<file path="src/rtl/ariane_axi.sv">
// rtl/ariane_axi.sv - AXI channel and bundle types shared by the loader and its responder
package ariane_axi;

  typedef logic [3:0]  id_t;
  typedef logic [63:0] addr_t;
  typedef logic [63:0] data_t;
  typedef logic [7:0]  strb_t;

  typedef struct packed {
    id_t        id;
    addr_t      addr;
    logic [7:0] len;
    logic [2:0] size;
    logic [1:0] burst;
    logic       lock;
    logic [3:0] cache;
    logic [2:0] prot;
    logic [3:0] qos;
    logic [3:0] region;
    logic [5:0] atop;
  } aw_chan_t;

  typedef struct packed {
    data_t data;
    strb_t strb;
    logic  last;
  } w_chan_t;

  typedef struct packed {
    id_t        id;
    logic [1:0] resp;
  } b_chan_t;

  typedef struct packed {
    id_t        id;
    addr_t      addr;
    logic [7:0] len;
    logic [2:0] size;
    logic [1:0] burst;
    logic       lock;
    logic [3:0] cache;
    logic [2:0] prot;
    logic [3:0] qos;
    logic [3:0] region;
  } ar_chan_t;

  typedef struct packed {
    id_t        id;
    data_t      data;
    logic [1:0] resp;
    logic       last;
  } r_chan_t;

  typedef struct packed {
    aw_chan_t aw;
    logic     aw_valid;
    w_chan_t  w;
    logic     w_valid;
    logic     b_ready;
    ar_chan_t ar;
    logic     ar_valid;
    logic     r_ready;
  } req_t;

  typedef struct packed {
    logic    aw_ready;
    logic    ar_ready;
    logic    w_ready;
    logic    b_valid;
    b_chan_t b;
    logic    r_valid;
    r_chan_t r;
  } resp_t;

endpackage

</file>
<file path="src/rtl/reglk_loader.sv">
// rtl/reglk_loader.sv - programs register-lock words over AXI-lite with optional read-back verify
module reglk_loader #(
  parameter int unsigned NB_REGS   = 6,
  parameter logic [63:0] BASE_ADDR = 64'h0,
  parameter int unsigned TIMEOUT   = 1024
) (
  input  logic                      clk_i,
  input  logic                      rst_i,
  input  logic                      start_i,
  input  logic                      verify_en_i,
  input  logic [32*NB_REGS-1:0]     lock_vals_i,
  output ariane_axi::req_t          axi_req_o,
  input  ariane_axi::resp_t         axi_resp_i,
  output logic                      busy_o,
  output logic                      done_o,
  output logic                      err_o,
  output logic [$clog2(NB_REGS):0]  err_idx_o
);

  // Index width matches err_idx_o; word storage is padded to a power of two
  // so the index selects it without a width mismatch.
  localparam int unsigned IW    = $clog2(NB_REGS) + 1;
  localparam int unsigned NSLOT = 1 << IW;
  localparam int unsigned TW    = $clog2(TIMEOUT + 1);
  localparam logic [IW-1:0] LAST_IDX = IW'(NB_REGS - 1);
  localparam logic [TW-1:0] TMO_LAST = TW'(TIMEOUT - 1);
  localparam logic [1:0]    RESP_OKAY = 2'b00;

  typedef enum logic [2:0] {
    S_IDLE,
    S_WR_REQ,
    S_WR_RESP,
    S_RD_REQ,
    S_RD_RESP,
    S_DONE
  } state_e;

  state_e        state_q;
  logic [IW-1:0] idx_q;
  logic [IW-1:0] err_idx_q;
  logic [TW-1:0] tmo_q;
  logic [31:0]   vals_q   [NSLOT];
  logic [31:0]   in_words [NSLOT];
  logic          verify_q;
  logic          busy_q;
  logic          done_q;
  logic          err_q;
  logic          aw_valid_q;
  logic          w_valid_q;
  logic          aw_done_q;
  logic          w_done_q;
  logic          b_ready_q;
  logic          ar_valid_q;
  logic          r_ready_q;

  // Unpack the flat lock-value bus; padding slots read as zero.
  for (genvar g = 0; g < NSLOT; g++) begin : g_words
    if (g < NB_REGS) begin : g_used
      assign in_words[g] = lock_vals_i[32*g +: 32];
    end else begin : g_pad
      assign in_words[g] = '0;
    end
  end

  logic        aw_hs;
  logic        w_hs;
  logic        b_hs;
  logic        ar_hs;
  logic        r_hs;
  logic        aw_ok;
  logic        w_ok;
  logic        tmo_hit;
  logic        is_last;
  logic        rd_bad;
  logic [31:0] cur_word;
  logic [63:0] cur_addr;

  assign aw_hs    = aw_valid_q & axi_resp_i.aw_ready;
  assign w_hs     = w_valid_q  & axi_resp_i.w_ready;
  assign b_hs     = b_ready_q  & axi_resp_i.b_valid;
  assign ar_hs    = ar_valid_q & axi_resp_i.ar_ready;
  assign r_hs     = r_ready_q  & axi_resp_i.r_valid;
  assign aw_ok    = aw_done_q | aw_hs;
  assign w_ok     = w_done_q  | w_hs;
  assign tmo_hit  = (tmo_q == TMO_LAST);
  assign is_last  = (idx_q == LAST_IDX);
  assign cur_word = vals_q[idx_q];
  assign cur_addr = BASE_ADDR + {{(61 - IW){1'b0}}, idx_q, 3'b000};
  // A read-locked responder returns zero, which must count as a mismatch
  // against any nonzero programmed word.
  assign rd_bad   = (axi_resp_i.r.resp != RESP_OKAY) ||
                    (axi_resp_i.r.data[31:0] != cur_word);

  // Response fields the loader has no use for.
  logic unused_resp;
  assign unused_resp = ^{axi_resp_i.b.id, axi_resp_i.r.id,
                         axi_resp_i.r.data[63:32], axi_resp_i.r.last};

  // Sequencer: one transaction at a time, every AXI valid/ready is a register.
  always_ff @(posedge clk_i) begin
    if (rst_i) begin
      state_q    <= S_IDLE;
      idx_q      <= '0;
      err_idx_q  <= '0;
      tmo_q      <= '0;
      verify_q   <= 1'b0;
      busy_q     <= 1'b0;
      done_q     <= 1'b0;
      err_q      <= 1'b0;
      aw_valid_q <= 1'b0;
      w_valid_q  <= 1'b0;
      aw_done_q  <= 1'b0;
      w_done_q   <= 1'b0;
      b_ready_q  <= 1'b0;
      ar_valid_q <= 1'b0;
      r_ready_q  <= 1'b0;
    end else begin
      done_q <= 1'b0;
      case (state_q)
        S_IDLE: begin
          if (start_i) begin
            vals_q     <= in_words;
            verify_q   <= verify_en_i;
            err_q      <= 1'b0;
            err_idx_q  <= '0;
            idx_q      <= '0;
            tmo_q      <= '0;
            busy_q     <= 1'b1;
            aw_valid_q <= 1'b1;
            w_valid_q  <= 1'b1;
            aw_done_q  <= 1'b0;
            w_done_q   <= 1'b0;
            state_q    <= S_WR_REQ;
          end
        end

        S_WR_REQ: begin
          if (aw_hs) begin
            aw_valid_q <= 1'b0;
            aw_done_q  <= 1'b1;
          end
          if (w_hs) begin
            w_valid_q <= 1'b0;
            w_done_q  <= 1'b1;
          end
          if (aw_ok && w_ok) begin
            aw_done_q <= 1'b0;
            w_done_q  <= 1'b0;
            b_ready_q <= 1'b1;
            tmo_q     <= '0;
            state_q   <= S_WR_RESP;
          end else if (tmo_hit) begin
            aw_valid_q <= 1'b0;
            w_valid_q  <= 1'b0;
            aw_done_q  <= 1'b0;
            w_done_q   <= 1'b0;
            err_q      <= 1'b1;
            err_idx_q  <= idx_q;
            done_q     <= 1'b1;
            state_q    <= S_DONE;
          end else begin
            tmo_q <= tmo_q + 1'b1;
          end
        end

        S_WR_RESP: begin
          if (b_hs) begin
            b_ready_q <= 1'b0;
            tmo_q     <= '0;
            if (axi_resp_i.b.resp != RESP_OKAY) begin
              err_q     <= 1'b1;
              err_idx_q <= idx_q;
              done_q    <= 1'b1;
              state_q   <= S_DONE;
            end else if (is_last) begin
              if (verify_q) begin
                idx_q      <= '0;
                ar_valid_q <= 1'b1;
                state_q    <= S_RD_REQ;
              end else begin
                done_q  <= 1'b1;
                state_q <= S_DONE;
              end
            end else begin
              idx_q      <= idx_q + 1'b1;
              aw_valid_q <= 1'b1;
              w_valid_q  <= 1'b1;
              state_q    <= S_WR_REQ;
            end
          end else if (tmo_hit) begin
            b_ready_q <= 1'b0;
            err_q     <= 1'b1;
            err_idx_q <= idx_q;
            done_q    <= 1'b1;
            state_q   <= S_DONE;
          end else begin
            tmo_q <= tmo_q + 1'b1;
          end
        end

        S_RD_REQ: begin
          if (ar_hs) begin
            ar_valid_q <= 1'b0;
            r_ready_q  <= 1'b1;
            tmo_q      <= '0;
            state_q    <= S_RD_RESP;
          end else if (tmo_hit) begin
            ar_valid_q <= 1'b0;
            err_q      <= 1'b1;
            err_idx_q  <= idx_q;
            done_q     <= 1'b1;
            state_q    <= S_DONE;
          end else begin
            tmo_q <= tmo_q + 1'b1;
          end
        end

        S_RD_RESP: begin
          if (r_hs) begin
            r_ready_q <= 1'b0;
            tmo_q     <= '0;
            if (rd_bad) begin
              err_q     <= 1'b1;
              err_idx_q <= idx_q;
              done_q    <= 1'b1;
              state_q   <= S_DONE;
            end else if (is_last) begin
              done_q  <= 1'b1;
              state_q <= S_DONE;
            end else begin
              idx_q      <= idx_q + 1'b1;
              ar_valid_q <= 1'b1;
              state_q    <= S_RD_REQ;
            end
          end else if (tmo_hit) begin
            r_ready_q <= 1'b0;
            err_q     <= 1'b1;
            err_idx_q <= idx_q;
            done_q    <= 1'b1;
            state_q   <= S_DONE;
          end else begin
            tmo_q <= tmo_q + 1'b1;
          end
        end

        S_DONE: begin
          busy_q  <= 1'b0;
          state_q <= S_IDLE;
        end

        default: begin
          state_q <= S_IDLE;
        end
      endcase
    end
  end

  // Request bundle: constant single-beat 64-bit attributes around the registered valids.
  always_comb begin
    axi_req_o          = '0;
    axi_req_o.aw.addr  = cur_addr;
    axi_req_o.aw.len   = 8'd0;
    axi_req_o.aw.size  = 3'd3;
    axi_req_o.aw.burst = 2'b01;
    axi_req_o.aw_valid = aw_valid_q;
    axi_req_o.w.data   = {32'h0, cur_word};
    axi_req_o.w.strb   = 8'hFF;
    axi_req_o.w.last   = 1'b1;
    axi_req_o.w_valid  = w_valid_q;
    axi_req_o.b_ready  = b_ready_q;
    axi_req_o.ar.addr  = cur_addr;
    axi_req_o.ar.len   = 8'd0;
    axi_req_o.ar.size  = 3'd3;
    axi_req_o.ar.burst = 2'b01;
    axi_req_o.ar_valid = ar_valid_q;
    axi_req_o.r_ready  = r_ready_q;
  end

  assign busy_o    = busy_q;
  assign done_o    = done_q;
  assign err_o     = err_q;
  assign err_idx_o = err_idx_q;

endmodule
</file>
<file path="config.mk">
export PLATFORM = sky130hd
export DESIGN_NAME = reglk_loader
export DESIGN_NICKNAME = d
export VERILOG_FILES = /design/src/rtl/ariane_axi.sv /design/src/rtl/reglk_loader.sv
export SDC_FILE = /design/constraint.sdc
export NUM_CORES = 1
export LEC_CHECK = 0
export CORE_AREA = 2 2 216 218
export DETAILED_ROUTE_END_ITERATION = 12
export DIE_AREA = 0 0 218 220
export PLACE_DENSITY = 0.61
export SYNTH_ARGS = -nofsm -noshare
export SYNTH_HDL_FRONTEND = slang
export SYNTH_SLANG_ARGS = --single-unit
</file>
<file path="constraint.sdc">
create_clock -name clk_i -period 14 [get_ports clk_i]
set_input_delay 2.8 -clock clk_i [delete_from_list [all_inputs] [get_ports clk_i]]
set_output_delay 2.8 -clock clk_i [all_outputs]
set_load 0.01 [all_outputs]
</file>
==> results of run 1 <==
==> report_power, final <==
part | switching (mW) | internal, mW | leakage [nW]
registers | 0.00880 | 0.760 | 2.05
logic | 0.0853 | 0.0868 | 2.90
clock network | 0.275 | 0.424 | 0.426
total | 0.369 | 1.27 | 5.38
==> layout by cell type (no fill, tap or decap), drive strengths merged, types with 6 or more instances in the layout <==
cell,synthesis,layout
and3,7,7
nor2,39,39
mux2,26,26
o22ai,19,19
nand2,29,29
inv,19,21
clkinv,0,9
buf,260,7
nand3,8,8
clkdlybuf4s50,0,288
edfxtp,192,192
clkbuf,11,28
o21bai,10,10
nor3,11,11
mux2i,62,62
o21ai,29,29
or4,7,7
nand2b,6,6
a21oi,38,38
nor2b,13,13
xnor2,21,21
xor2,14,14
a21o,7,7
or3,8,8
dfxtp,33,33
conb,2,233
==> worst reg2reg max path: cells and delay by family (launching register included) <==
kind / cells / cell delay [ps]
flops: 1 / 960
xor+xnor: 1 / 250
simple gates: 5 / 2860
compound gates: 3 / 700
==> cell type report <==
type,count,area (sq um)
well taps,607,759
inverters,19,71.3
flip-flops and latches,225,6430
repair buffers,295,2940
fillers,4614,30800
clock buffers,28,679
multi-input cells,659,3990
diodes,5,12.5
clock inverters,19,205
==> final timing paths <==
| check | slack (ps) | start | end |
|---|---|---|---|
| worst max-delay path | 7580 | idx_q[0] | axi_req_o[113] |
| worst min register to register | 470 | tmo_q[10] | tmo_q[10] |
| worst max register to register | 9160 | idx_q[0] | state_q[1] |
| worst min-delay path | 470 | tmo_q[10] | tmo_q[10] |
==> kinds of logic (layout without fill, tap and decap cells) <==
group | after synthesis | count (layout) | synth area share
AOI/OAI and AO/OA | 140 | 140 | 0.0776
buffers and inverters | 290 | 361 | 0.176
and+or+nand+nor | 156 | 156 | 0.0732
xor gates and xnor gates | 35 | 35 | 0.0265
muxes | 92 | 92 | 0.0869
other | 2 | 238 | 0.000650
adders and majority gates | 3 | 3 | 0.00325
DFF | 225 | 225 | 0.556
==> per-stage QoR <==
step / utilization / setup slack [ps] / area (sq um)
finish: 0.329 / 7580 / 15100
global route: 0.329 / 7320 / 15100
CTS: 0.329 / 7430 / 15100
detailed placement: 0.309 / 7640 / 14200
global placement: 0.309 / 7730 / 14200
floorplan: - / 2060 / 12400
==> layer usage <==
metal,vias to the layer above,global-route usage
met2,387,0.225
met5,-,0
met3,38,0.0352
met1,3504,0.129
met4,0,0.0429
li1,3509,-
==> state kept, by name, summed over array words and instances, names as in the netlist <==
register / cells
verify_q: 1
done_o: 1
idx_q: 4
state_q: 3
r_ready_q: 1
vals_q: 192
b_ready_q: 1
err_o: 1
ar_valid_q: 1
aw_done_q: 1
w_done_q: 1
err_idx_o: 4
w_valid_q: 1
aw_valid_q: 1
busy_o: 1
tmo_q: 11
==> flow_summary_export.csv, run 1 <==
group,metric,value,unit
detailed_routing,via_count,7438,
clock_network,cts_tree,"built",
grt,grt_pass1_wl,43.3,mm
worst_setup_path,required,11200,ps
cells_and_area,layout-drive-gt1-share,0.0699,
synthesis,synth_seq_cells,225,
grt,grt_use_total,0.121,
synthesis,netlist_instances,943,
power_and_ir_drop,peakVddDrop,0.0000741,V
worst_setup_path,crit_type,"reg -> out",
detailed_routing,drt_iter0_drc,305,
timing,fin_crit,6420,ps
worst_setup_path,critical-path-max-stage-delay,960,ps
die,core-area,45900,sq um
worst_setup_path,crit_cells,5,
die,pin_count,563,
die,start_util,0.252,
worst_setup_path,end_kind,"primary output",
status,status,"complete, no violations",
clock_network,clockBufferDepth,3,
timing,fmax,0.156,GHz
timing,tightest_slew,1160,ps
worst_setup_path,crit_path_start_kind,"register",
hold_path,min_path_type,"reg -> reg",
clock_network,clock-sinks,225,
power_and_ir_drop,p_per_area,109,nW/um^2
cells_and_area,finalNonFillerCells,1857,
worst_setup_path,crit_family,"flip-flops",
synthesis,ys_types,63,
detailed_routing,drt-vias-per-instance,4.01,
placed_design,dp_cells,1805,
clock_network,clk_latency,540,ps
synthesis,ys.flop_type,"edfxtp_1",
detailed_routing,dr_wl_met3,2.71,mm
die,die-width,218,microns
cells_and_area,nNetsFinal,1507,
grt,antenna_found_initial,5,
power_and_ir_drop,power,1.64,mW
synthesis,synth_commonest_cells,"242 x buf_4, 192 x edfxtp_1, 62 x mux2i_1, 39 x nor2_1, 38 x a21oi_1",
power_and_ir_drop,power_leakage,5.38,nW
worst_setup_path,crit_chain,"or3_1, o22ai_1, a21oi_1, inv_1, clkdlybuf4s50_1",
synthesis,yosysSeqAreaShare,0.556,
synthesis,synth-async-reset-ratio,0,
detailed_routing,post-route-drc-count,0,
timing,setup_viol,0,
timing,slew-limit-headroom,0.222,
clock_network,clockRootBuffer,"clkbuf_16",
detailed_routing,antenna_left,0,
grt,grt_max_degree,78,
placed_design,numPortBuffers,288,
detailed_routing,avgRoutedWirePerCell,16.3,microns
worst_setup_path,cp_data_arrival_time,3620,ps
worst_setup_path,worstPathMaxFanout,48,
die,die_h,220,microns
worst_setup_path,cp_num_buf_inv,2,
timing,hold_viol_final,0,
clock_network,clk_pin_slew_worst_paths,60,ps
synthesis,synth-edff-count,192,
placed_design,dp_hpwl,22.6,mm
detailed_routing,wl_met1,11.0,mm
timing,setup-tns-final,0,ps
clock_network,holdBufCountCts,0,
clock_network,numCtsBuffers,26,
timing,skew,18.4,ps
synthesis,yosys.area.top_type,"edfxtp_1",
grt,grt.overflow.total,0,
synthesis,synth.area.top_cells,"edfxtp_1 50%, buf_4 16%, dfxtp_1 5.7%",
worst_setup_path,rr_worst_depth,9,
synthesis,synth_top_area_frac,0.499,
die,row_count,79,
timing,rsz0062_at_grt,"false",
die,design.die.area,48000,sq um
synthesis,yosysWarnings,0,
synthesis,synth.most_common_cell,"buf_4",
timing,slew_viol_final,0,
hold_path,hold_path_depth,2,
detailed_routing,dr_wl_met2,15.9,mm
synthesis,syn_avg_cell_area,12.2,sq um
detailed_routing,highest_layer,"met4",
detailed_routing,drt_first_pass_iters,5,
job,drv_cap,0,
grt,grt_pass1_vias,7245,
timing,final.period_utilization,0.459,
cells_and_area,area_growth,30.6,%
clock_network,cts_resized,0,
placed_design,gp_congestion,0.803,
clock_network,h-tree-depth,1,
synthesis,synth_area,11600,sq um
detailed_routing,wirelength,30.3,mm
worst_setup_path,slowest_stage,"dfxtp_4",
clock_network,post_cts_buffers,0,
timing,hold_ws,465,ps
Note: power is estimated with default switching activity, not from simulation.
==> inputs of run 2 (changes only) <==
==> constraint.sdc (replaced) <==
create_clock -name clk_i -period 6.6 [get_ports clk_i]
set_input_delay 1.32 -clock clk_i [delete_from_list [all_inputs] [get_ports clk_i]]
set_output_delay 1.32 -clock clk_i [all_outputs]
set_load 0.01 [all_outputs]
==> run 2 against run 1 <==
Clock power increased by 93%. Sequential cell count is the same. Cell count about the same. Worst hold slack got worse by 2.7 ps. Critical path depth is 1 higher. Highest routed layer is now met5.
==> flow_summary_export.csv, run 2 (same netlist as run 1, synthesis figures left out) <==
group,metric,value,unit
die,row_count,79,
worst_setup_path,cp_data_arrival_time,3400,ps
timing,setup-tns-final,0,ps
timing,tightest_slew,1080,ps
clock_network,clk_pin_slew_worst_paths,60,ps
clock_network,clk_latency,540,ps
clock_network,clockBufferDepth,3,
die,design.die.area,48000,sq um
worst_setup_path,crit_path_start_kind,"register",
detailed_routing,antenna_left,0,
worst_setup_path,required,5280,ps
worst_setup_path,slowest_stage,"or3_1",
grt,grt_pass1_wl,44.4,mm
timing,fin_crit,4720,ps
die,pin_count,563,
cells_and_area,area_growth,30.1,%
cells_and_area,regArea,6430,sq um
placed_design,dp_hpwl,23.7,mm
grt,grt.overflow.total,0,
clock_network,clock-sinks,225,
grt,grt_use_total,0.125,
cells_and_area,multi_input_area,3990,sq um
power_and_ir_drop,peakVddDrop,0.000173,V
job,drv_cap,0,
timing,fmax,0.212,GHz
worst_setup_path,critical-path-max-stage-delay,920,ps
grt,antenna_found_initial,4,
die,die-width,218,microns
clock_network,clockRootBuffer,"clkbuf_16",
timing,final.period_utilization,0.715,
timing,hold_ws,463,ps
worst_setup_path,crit_chain,"or3_1, buf_4, o22ai_1, a21oi_1, inv_1, clkdlybuf4s50_1",
cells_and_area,postLayoutCoreUtil,0.328,
cells_and_area,nNetsFinal,1510,
die,core-area,45900,sq um
clock_network,h-tree-depth,1,
timing,slew_viol_final,0,
clock_network,post_cts_buffers,0,
placed_design,gp_congestion,0.827,
hold_path,min_path_type,"reg -> reg",
cells_and_area,regMostFlops,"vals_q",
cells_and_area,fill_cells,4596,
clock_network,cts_tree,"built",
cells_and_area,fin_area,15000,sq um
worst_setup_path,end_kind,"primary output",
grt,grt_pass1_vias,7378,
detailed_routing,post-route-drc-count,0,
power_and_ir_drop,power_leakage,5.36,nW
cells_and_area,reg_top3,"vals_q (192), tmo_q (11)",
timing,setup_viol,0,
placed_design,placed_area,14200,sq um
detailed_routing,avgRoutedWirePerCell,16.9,microns
die,die_h,220,microns
timing,skew,15.0,ps
cells_and_area,largest_register_ffs,192,
timing,hold_viol_final,0,
cells_and_area,layout_common_cells,"288 x clkdlybuf4s50_1, 233 x conb_1, 192 x edfxtp_1",
power_and_ir_drop,p_per_area,223,nW/um^2
worst_setup_path,crit_type,"reg -> out",
status,status,"complete, no violations",
detailed_routing,drt-vias-per-instance,4.03,
grt,grt_max_degree,103,
detailed_routing,drt_iter0_drc,366,
detailed_routing,wirelength,31.3,mm
clock_network,cts_resized,0,
clock_network,holdBufCountCts,0,
detailed_routing,drt_first_pass_iters,5,
cells_and_area,layout-drive-gt1-share,0.0698,
detailed_routing,via_count,7474,
timing,slew-limit-headroom,0.274,
power_and_ir_drop,power,3.35,mW
worst_setup_path,worstPathMaxFanout,18,
cells_and_area,final_common_cell,"clkdlybuf4s50_1",
die,start_util,0.252,
placed_design,numPortBuffers,288,
timing,rsz0062_at_grt,"false",
clock_network,numCtsBuffers,25,
==> run 2: area by class of cell <==
class / instances / share of cell area
antenna: 2 / 0.000333
clock buffer: 29 / 0.0426
clock inverter: 16 / 0.00941
inverter: 19 / 0.00475
multi-input combinational: 659 / 0.265
sequential: 225 / 0.428
tap: 607 / 0.0505
timing repair buffer: 299 / 0.199
==> run 2: worst paths after layout <==
kind	startpoint	to	depth (start not counted)	slack, ps
worst max-delay path	idx_q[2]	axi_req_o[111]	6	1880
worst min-delay path	tmo_q[10]	tmo_q[10]	2	460
worst max register to register	idx_q[2]	state_q[1]	9	2040
worst min register to register	tmo_q[10]	tmo_q[10]	2	460
==> run 2: stage by stage <==
step,worst slack (ps),cells
6_report,1880,1856
5_1_grt,1590,1856
4_1_cts,1700,1854
3_5_place_dp,1930,1809
3_3_place_gp,2060,1809
2_1_floorplan,1550,1174
==> run 2: routing by layer <==
| layer | share of wire | routed length, microns | global-route usage |
|---|---|---|---|
| met1 | 0.35 | 11100 | 0.129 |
| met2 | 0.54 | 16800 | 0.243 |
| met3 | 0.089 | 2790 | 0.0363 |
| met4 | 0.021 | 649 | 0.0338 |
| met5 | 0.00035 | 11 | 0 |
==> run 2: report_power, final <==
part           leakage [nW]  internal [mW]  switching, mW
clock network         0.379          0.775          0.573
logic                  2.93          0.186          0.183
registers              2.05           1.61         0.0192
total                  5.36           2.57          0.775
==> run 2: worst max-delay path, delay by kind of cell, from the launching register on <==
| family | cells | cell delay (ps) |
|---|---|---|
| AND/OR/NAND/NOR | 1 | 920 |
| flip-flops | 1 | 720 |
| buffers and inverters | 3 | 850 |
| AO/OA/AOI/OAI | 2 | 390 |
==> inputs of run 3 (changes only) <==
--- a/config.mk
+++ b/config.mk
@@ -5,9 +5,9 @@
 export SDC_FILE = /design/constraint.sdc
 export NUM_CORES = 1
 export LEC_CHECK = 0
-export CORE_AREA = 2 2 216 218
+export CORE_AREA = 2 2 221 223
 export DETAILED_ROUTE_END_ITERATION = 12
-export DIE_AREA = 0 0 218 220
+export DIE_AREA = 0 0 223 225
 export PLACE_DENSITY = 0.61
 export SYNTH_ARGS = -nofsm -noshare
 export SYNTH_HDL_FRONTEND = slang
==> constraint.sdc (replaced) <==
create_clock -name clk_i -period 3.8 [get_ports clk_i]
set_input_delay 0.76 -clock clk_i [delete_from_list [all_inputs] [get_ports clk_i]]
set_output_delay 0.76 -clock clk_i [all_outputs]
set_load 0.01 [all_outputs]
==> run 3 against run 2 <==
Sequential power is 74% higher. Largest cell class unchanged. Via count grew 2.7%. Clock power rose by 70%. Sequential cell count unchanged.
==> flow_summary_export.csv, run 3 (same netlist as run 1, synthesis figures left out) <==
group,metric,value,unit
worst_setup_path,crit_type,"reg -> reg",
placed_design,gp_congestion,0.843,
grt,grt_pass1_vias,7566,
cells_and_area,multi_input_area,4040,sq um
worst_setup_path,regToRegEndpoint,"state_q[1]",
timing,tightest_slew,869,ps
placed_design,pre_cts_slack,-197,ps
cells_and_area,nNetsFinal,1544,
timing,slew-limit-headroom,0.419,
detailed_routing,drt_first_pass_iters,5,
timing,fmax,0.273,GHz
grt,grt_pass1_wl,45.6,mm
detailed_routing,drt-vias-per-instance,4.04,
timing,slew_viol_final,0,
placed_design,numPortBuffers,288,
cells_and_area,regMostFlops,"vals_q",
status,status,"complete, no violations",
cells_and_area,area_growth,33.5,%
cells_and_area,finalNonFillerCells,1900,
power_and_ir_drop,power_leakage,5.57,nW
cells_and_area,regArea,6430,sq um
die,core-area,47500,sq um
cells_and_area,largest_register_ffs,192,
worst_setup_path,r2r-start,"idx_q[2]",
worst_setup_path,endpoint,"state_q[1]",
power_and_ir_drop,comb_power_share,0.115,
timing,hold_ws,463,ps
clock_network,holdBufCountCts,0,
placed_design,dp_hpwl,25.0,mm
grt,grt.overflow.total,0,
grt,antenna_found_initial,4,
die,row_count,80,
cells_and_area,layout_common_cells,"288 x clkdlybuf4s50_1, 233 x conb_1, 192 x edfxtp_1",
worst_setup_path,required,4250,ps
timing,setup_ws,133,ps
hold_path,min_path_type,"reg -> reg",
cells_and_area,fin_area,15400,sq um
worst_setup_path,end_kind,"register",
worst_setup_path,critPathLaunch,"idx_q[2]",
timing,hold_viol_final,0,
cells_and_area,reg_top3,"vals_q (192), tmo_q (11)",
clock_network,clockRootBuffer,"clkbuf_16",
timing,fin_crit,3670,ps
cells_and_area,fill_cells,4690,
worst_setup_path,crit_path_start_kind,"register",
clock_network,numCtsBuffers,24,
power_and_ir_drop,clkPwrFrac,0.397,
power_and_ir_drop,power,5.80,mW
timing,skew,11.5,ps
worst_setup_path,worstPathMaxFanout,16,
clock_network,clock-sinks,225,
job,drv_cap,0,
die,design.die.area,50200,sq um
power_and_ir_drop,p_per_area,376,nW/um^2
die,die_h,225,microns
clock_network,clk_pin_slew_worst_paths,70,ps
detailed_routing,avgRoutedWirePerCell,16.7,microns
placed_design,placed_area,14600,sq um
worst_setup_path,rr_worst_depth,11,
power_and_ir_drop,internal_power,4.46,mW
power_and_ir_drop,pwr-share-seq,0.488,
timing,final.period_utilization,0.965,
power_and_ir_drop,switching_share,0.230,
detailed_routing,drt_iter0_drc,351,
clock_network,clockBufferDepth,3,
placed_design,dp_cells,1848,
timing,setup_viol,0,
detailed_routing,via_count,7678,
grt,grt_use_total,0.121,
detailed_routing,post-route-drc-count,0,
detailed_routing,antenna_left,0,
die,pin_count,563,
worst_setup_path,r2r_slack,130,ps
clock_network,clk_latency,530,ps
power_and_ir_drop,p_switching,1.34,mW
power_and_ir_drop,peakVddDrop,0.000283,V
detailed_routing,wirelength,31.8,mm
cells_and_area,layout-drive-gt1-share,0.0961,
grt,grt_max_degree,54,
cells_and_area,final_common_cell,"clkdlybuf4s50_1",
worst_setup_path,cp_data_arrival_time,4110,ps
clock_network,h-tree-depth,1,
clock_network,cts_tree,"built",
die,die-width,223,microns
die,start_util,0.243,
## run 3: cell types whose count changed in the layout (fill, tap and decap cells not counted), sizes merged
cell      change
diode         +3
clkinv        +2
clkinvlp      -2
clkbuf        -1
inv           -1
buf          +35
## run 3: area by class of cell
class | instances | area share
inverters | 19 | 0.00463
repair buffers | 334 | 0.216
diodes | 5 | 0.000812
flip-flops and latches | 225 | 0.417
multi-input cells | 659 | 0.262
well taps | 615 | 0.0499
clock inverters | 15 | 0.00779
clock buffers | 28 | 0.0413
## run 3: timing repair
| action | CTS | global route |
|---|---|---|
| hold endpoints to repair | 0 | 0 |
| resized for setup | 7 | 5 |
| pin swaps | 0 | 4 |
| setup buffers | 0 | 4 |
| setup endpoints to repair | 3 | 4 |
## run 3: how the worst min path moves through the flow
stage | cells past startpoint | startpoint | end
floorplan | 2 | tmo_q[10] | tmo_q[10]
global placement | 2 | tmo_q[10] | tmo_q[10]
detailed placement | 2 | tmo_q[10] | tmo_q[10]
CTS | 2 | tmo_q[10] | tmo_q[10]
global route | 1 | err_o | err_o
finish | 2 | tmo_q[10] | tmo_q[10]
## run 3: power groups by stage
stage	Clock (mW)	Combinational [mW]	Sequential, mW
finish	2.30	0.669	2.83
global route	2.46	0.724	2.84
CTS	2.38	0.666	2.83
detailed placement	0	0.662	2.88
global placement	0	0.653	2.88
floorplan	0	0.466	2.88
## run 3: worst max-delay path, cell delays in order (launching register included)
cell and delay [ps]:
dfxtp_1 370, buf_4 190, or3_1 420, buf_12 210, o21ai_0 420, xor2_1 210
or4b_2 740, nor4_4 310, buf_4 170, and4b_1 250, nand2_1 70, a211oi_1 210
## run 3: per-stage QoR
| step | util | TNS [ps] |
|---|---|---|
| finish | 0.324 | 0 |
| global placement | 0.306 | -564 |
| global route | 0.324 | -47.4 |
| detailed placement | 0.306 | -400 |
| floorplan | - | -94980 |
| CTS | 0.323 | 0 |
## run 3: routing by layer
metal | global-route usage | share of wire
met5 | 0 | 0
met4 | 0.0470 | 0.032
met3 | 0.0295 | 0.083
met2 | 0.226 | 0.52
met1 | 0.130 | 0.37
